$ cat config.mk
export PLATFORM = sky130hd
export DESIGN_NAME = mem_arbiter
export DESIGN_NICKNAME = d
export VERILOG_FILES = /design/src/rtl/mem_arbiter.sv
export SDC_FILE = /design/constraint.sdc
export NUM_CORES = 1
export LEC_CHECK = 0
export BUFFER_PORTS_ARGS = -buffer_cell sky130_fd_sc_hd__buf_2
export CAP_MARGIN = 25
export CORE_AREA = 3 3 120 122
export CTS_BUF_LIST = sky130_fd_sc_hd__clkbuf_4 sky130_fd_sc_hd__clkbuf_8 sky130_fd_sc_hd__clkbuf_16
export CTS_CLUSTER_SIZE = 10
export DETAILED_ROUTE_END_ITERATION = 6
export DIE_AREA = 0 0 123 125
export PLACE_DENSITY_LB_ADDON = 0.15
export SYNTH_ARGS = -nofsm -noshare
export SYNTH_HDL_FRONTEND = slang
export SYNTH_SLANG_ARGS = --single-unit
$ cat constraint.sdc
create_clock -name clk -period 1.97 [get_ports clk]
set_input_delay 0.0985 -clock clk [delete_from_list [all_inputs] [get_ports clk]]
set_output_delay 0.0985 -clock clk [all_outputs]
set_load 0.005 [all_outputs]
$ cat src/rtl/mem_arbiter.sv
// Shares one memory port between the core and the debug/loader requester.
// Round-robin on ties, alignment rejection, and a BUSY timeout so no requester can wedge memory.
module mem_arbiter #(
  parameter int unsigned TIMEOUT = 16
) (
  input  logic        clk,
  input  logic        reset,
  input  logic        c_req,
  input  logic        c_we,
  input  logic        c_unsigned,
  input  logic [1:0]  c_size,
  input  logic [31:0] c_addr,
  input  logic [31:0] c_wdata,
  output logic        c_ack,
  output logic [31:0] c_rdata,
  output logic        c_fault,
  input  logic        d_req,
  input  logic        d_we,
  input  logic        d_unsigned,
  input  logic [1:0]  d_size,
  input  logic [31:0] d_addr,
  input  logic [31:0] d_wdata,
  output logic        d_ack,
  output logic [31:0] d_rdata,
  output logic        d_fault,
  output logic        m_valid,
  output logic        m_we,
  output logic        m_unsigned,
  output logic [1:0]  m_size,
  output logic [31:0] m_addr,
  output logic [31:0] m_wdata,
  input  logic        m_done,
  input  logic [31:0] m_rdata,
  input  logic        m_fault
);

  localparam int unsigned CNT_W = $clog2(TIMEOUT + 1);

  typedef enum logic [1:0] {IDLE, BUSY, ACK} state_t;

  state_t state, state_nxt;
  logic             last_d, last_d_nxt;
  logic             win_d, win_d_nxt;
  logic [CNT_W-1:0] cnt, cnt_nxt;

  logic        m_valid_nxt, m_we_nxt, m_unsigned_nxt;
  logic [1:0]  m_size_nxt;
  logic [31:0] m_addr_nxt, m_wdata_nxt;
  logic        c_ack_nxt, c_fault_nxt, d_ack_nxt, d_fault_nxt;
  logic [31:0] c_rdata_nxt, d_rdata_nxt;

  // Debug wins only if core is idle or core won last time.
  logic        sel_d;
  logic        req_we, req_unsigned, misaligned;
  logic [1:0]  req_size;
  logic [31:0] req_addr, req_wdata;

  assign sel_d        = d_req & (~c_req | ~last_d);
  assign req_we       = sel_d ? d_we       : c_we;
  assign req_unsigned = sel_d ? d_unsigned : c_unsigned;
  assign req_size     = sel_d ? d_size     : c_size;
  assign req_addr     = sel_d ? d_addr     : c_addr;
  assign req_wdata    = sel_d ? d_wdata    : c_wdata;
  assign misaligned   = (req_size == 2'b11) ||
                        (req_size == 2'b01 && req_addr[0]) ||
                        (req_size == 2'b10 && req_addr[1:0] != 2'b00);

  always_comb begin
    state_nxt      = state;
    last_d_nxt     = last_d;
    win_d_nxt      = win_d;
    cnt_nxt        = cnt;
    m_valid_nxt    = m_valid;
    m_we_nxt       = m_we;
    m_unsigned_nxt = m_unsigned;
    m_size_nxt     = m_size;
    m_addr_nxt     = m_addr;
    m_wdata_nxt    = m_wdata;
    c_ack_nxt      = 1'b0;
    c_rdata_nxt    = 32'h0;
    c_fault_nxt    = 1'b0;
    d_ack_nxt      = 1'b0;
    d_rdata_nxt    = 32'h0;
    d_fault_nxt    = 1'b0;

    unique case (state)
      IDLE: begin
        if (c_req || d_req) begin
          win_d_nxt      = sel_d;
          last_d_nxt     = sel_d;
          m_we_nxt       = req_we;
          m_unsigned_nxt = req_unsigned;
          m_size_nxt     = req_size;
          m_addr_nxt     = req_addr;
          m_wdata_nxt    = req_wdata;
          if (misaligned) begin
            state_nxt   = ACK;
            c_ack_nxt   = ~sel_d;
            c_fault_nxt = ~sel_d;
            d_ack_nxt   = sel_d;
            d_fault_nxt = sel_d;
          end else begin
            state_nxt   = BUSY;
            m_valid_nxt = 1'b1;
            cnt_nxt     = '0;
          end
        end
      end
      BUSY: begin
        cnt_nxt = cnt + CNT_W'(1);
        if (m_done) begin
          state_nxt   = ACK;
          m_valid_nxt = 1'b0;
          c_ack_nxt   = ~win_d;
          d_ack_nxt   = win_d;
          c_fault_nxt = ~win_d & m_fault;
          d_fault_nxt = win_d & m_fault;
          c_rdata_nxt = (~win_d & ~m_we) ? m_rdata : 32'h0;
          d_rdata_nxt = (win_d & ~m_we) ? m_rdata : 32'h0;
        end else if (cnt == CNT_W'(TIMEOUT - 1)) begin
          state_nxt   = ACK;
          m_valid_nxt = 1'b0;
          c_ack_nxt   = ~win_d;
          d_ack_nxt   = win_d;
          c_fault_nxt = ~win_d;
          d_fault_nxt = win_d;
        end
      end
      ACK: state_nxt = IDLE;
      default: state_nxt = IDLE;
    endcase
  end

  always_ff @(posedge clk) begin
    if (!reset) begin
      state      <= IDLE;
      last_d     <= 1'b1;
      win_d      <= 1'b0;
      cnt        <= '0;
      m_valid    <= 1'b0;
      m_we       <= 1'b0;
      m_unsigned <= 1'b0;
      m_size     <= 2'b00;
      m_addr     <= 32'h0;
      m_wdata    <= 32'h0;
      c_ack      <= 1'b0;
      c_rdata    <= 32'h0;
      c_fault    <= 1'b0;
      d_ack      <= 1'b0;
      d_rdata    <= 32'h0;
      d_fault    <= 1'b0;
    end else begin
      state      <= state_nxt;
      last_d     <= last_d_nxt;
      win_d      <= win_d_nxt;
      cnt        <= cnt_nxt;
      m_valid    <= m_valid_nxt;
      m_we       <= m_we_nxt;
      m_unsigned <= m_unsigned_nxt;
      m_size     <= m_size_nxt;
      m_addr     <= m_addr_nxt;
      m_wdata    <= m_wdata_nxt;
      c_ack      <= c_ack_nxt;
      c_rdata    <= c_rdata_nxt;
      c_fault    <= c_fault_nxt;
      d_ack      <= d_ack_nxt;
      d_rdata    <= d_rdata_nxt;
      d_fault    <= d_fault_nxt;
    end
  end

endmodule
==> flow_metrics.tcl <==
set metrics [dict create \
    cts_made_buffers 17 \
    cts_setup_buffers 0 \
    synthArstFlopShare_pct 0 \
    htree_num_levels 4 \
    required_ns 2.25 \
    synth.area.mux_share_pct 0.3931 \
    synthFlopType "dfxtp_1" \
    yosysUniqueCellTypes 38 \
    dp_cells 921 \
    layout-drive-gt1-share_pct 39.27 \
    dieWidth_um 123 \
    ys_warn_count 0 \
    cts_resized 0 \
    grtUsageTotal_pct 24.62 \
    grt_antenna_before_repair 0 \
    setup_tns_ns 0 \
    die_area_um2 15380 \
    ios 311 \
    area_growth_pct 77.54 \
    die_y_um 125 \
    drc 9 \
    min_period_ns 1.778 \
    synth_edf_count 0 \
    rsz0062_at_grt "no" \
    violations "design-rule violations" \
    ys_ff_latch 146 \
    ys_top_cells_by_count "dfxtp_1, nor2b_1, and2_1" \
    worst_slew_pin_slew_ns 0.5508 \
    firstDrtPassIters 7 \
    place_area_um2 6864 \
    wl_per_cell_um 17.34 \
    grt_remaining_overflow 0 \
    cp_max_fo 51 \
    top_usage_layer "met2" \
    synth-seq-area-share_pct 57.40 \
    fmax_ghz 0.5624 \
    clockBufferDepth 2 \
    syn-num-nets 636 \
    start_util_pct 38.30 \
    rows 42 \
    synth_xor_xnor_area_share_pct 0 \
    stdcell_count 1114 \
    hold_viol 0 \
    ys_top_cells_by_area "dfxtp_1, a222oi_1, nor2b_1, and2_1, clkbuf_1" \
    avgSynthCellArea_um2 11.07 \
    relSlewSlack_pct 63.08 \
    holdBufCountCts 160 \
    synth_top_family_by_area "simple AND/OR/NAND/NOR gates" \
    place.gp.congestion 0.8117 \
    cts_tree "built" \
    hold_path_class "input pin to register" \
    drt_wl_total_mm 19.32 \
    power.leakage_nw 4.277 \
    crit_path_end_kind "register" \
    yosys.area_share.adder_pct 0.4914 \
    period_share_pct 90.26 \
    synth_top_area_cell "dfxtp_1" \
    grt_first_pass_wirelength_mm 29.95 \
    grt_util_met3_pct 8.266 \
    port_buffers 310 \
    arrival_ns 2.06 \
    syn_inst 460 \
    holdPathStages 3 \
    dpl.hpwl_mm 11.94 \
    final_nets 1100 \
    grt_max_degree 53 \
    setup_viol 0 \
    finalInstanceArea_um2 9041 \
    fin_util_pct 68.00 \
    vias_per_cell 5.076 \
    clock_sinks 146 \
    drv_cap 0 \
    drtIter0Drc 494 \
    fp.coreArea_um2 13300 \
    syn_area_um2 5092 \
    p_per_area_nw_per_um2 862.9 \
    root_buffer "clkbuf_16" \
    worst_ir_drop_vdd_mv 0.5122 \
    synthSimpleGateAreaFrac_pct 20.86 \
    synth_compound_area_share_pct 17.74 \
    worstSkewPairLatency_ns 0.41 \
    vias 5655 \
    yosysMostFrequentCell "dfxtp_1" \
    met1_usage_pct 26.35 \
    finalClockSkew_ns 0.01062 \
    met2_usage_pct 42.14 \
    synth.top_cell.area_share_pct 57.40 \
    worst_setup_path_start_kind "register" \
    status "finished with violations" \
    cts.clk_slew.worst_paths_ns 0.06 \
    worstRegToRegCells 5 \
    setup.worst_path.class "register to register" \
    slew_violations 0 \
    drt.antenna.violating_nets 0 \
    grt_pass1_vias 5998 \
]
[path summary, 6_finish.rpt]
| check | from | to | slack [ns] |
|---|---|---|---|
| min | reset | d_ack | 0.06 |
| min reg2reg | cnt[3] | cnt[3] | 0.48 |
| max reg2reg | state[0] | m_wdata[27] | 0.19 |
| max | state[0] | m_wdata[27] | 0.19 |
[layer usage]
metal	routed length, um	up-vias
met5	0	-
met4	841	0
met3	1942	71
met2	9417	374
met1	7114	2584
li1	-	2626
[final cells by class]
cell class,count,area (um^2)
multi-input cells,276,2038
flip-flops and latches,146,2923
diodes,1,2.502
inverters,1,3.754
fillers,974,4254
clock buffers,17,425.4
repair buffers,482,3281
well taps,176,220.2
clock inverters,15,147.6
[placed cells by master, fill, tap and decap left out, types with 2 or more instances in the layout]
cell type / Yosys / final
o221ai_2: 2 / 2
nor3_1: 2 / 2
clkinvlp_4: 0 / 5
a21oi_1: 8 / 8
o211a_1: 4 / 4
nor2b_1: 67 / 67
ha_1: 2 / 2
nand3_1: 4 / 4
buf_4: 1 / 9
inv_6: 0 / 4
dfxtp_1: 146 / 146
and2_1: 65 / 65
mux2i_1: 2 / 2
a222oi_1: 64 / 64
o21ai_0: 6 / 6
buf_12: 0 / 3
nor2_1: 8 / 8
clkbuf_16: 0 / 17
buf_2: 10 / 310
nand2_1: 15 / 14
inv_8: 0 / 2
a21boi_0: 2 / 2
dlygate4sd3_1: 0 / 160
clkinv_4: 0 / 2
nand2b_1: 4 / 4
o21a_1: 3 / 3
[registers in the layout (all words and copies together), names as in the netlist]
signal and cells:
c_rdata 32, d_rdata 32, m_addr 32, m_wdata 32, cnt 5, m_size 2
state 2, c_ack 1, c_fault 1, d_ack 1, d_fault 1, last_d 1
m_unsigned 1, m_valid 1, m_we 1, win_d 1
[where the power goes]
group / switching [W] / total, W / leakage, nW / internal [W]
Sequential: 0.000121 / 0.00327 / 1.19 / 0.00315
Clock: 0.00130 / 0.00307 / 0.267 / 0.00177
Combinational: 0.000678 / 0.00146 / 2.82 / 0.000779
[critical path: stages, from the launching register on]
cell      delay [ns]
dfxtp_1         0.56
nor2_1          0.12
and3_2          0.24
buf_12          0.18
a222oi_1        0.40
nor2b_1         0.12
[cell families after synthesis]
logic type,count (synthesis)
multiplexers,2
AO/OA/AOI/OAI,97
flip-flops,146
AND/OR/NAND/NOR,175
buffers and inverters,38
adder cells (fa/ha/maj),2
[stage by stage]
stage	hold slack [ns]	setup slack, ns	total power, W
2_1_floorplan	0.2202	0.4600	0.003911
3_3_place_gp	0.3077	0.3536	0.004459
3_5_place_dp	0.3126	0.3013	0.004490
4_1_cts	0.03985	0.3051	0.007822
5_1_grt	0.07078	0.1045	0.008130
6_report	0.06046	0.1918	0.007802
(Power assumes the default switching activity.)
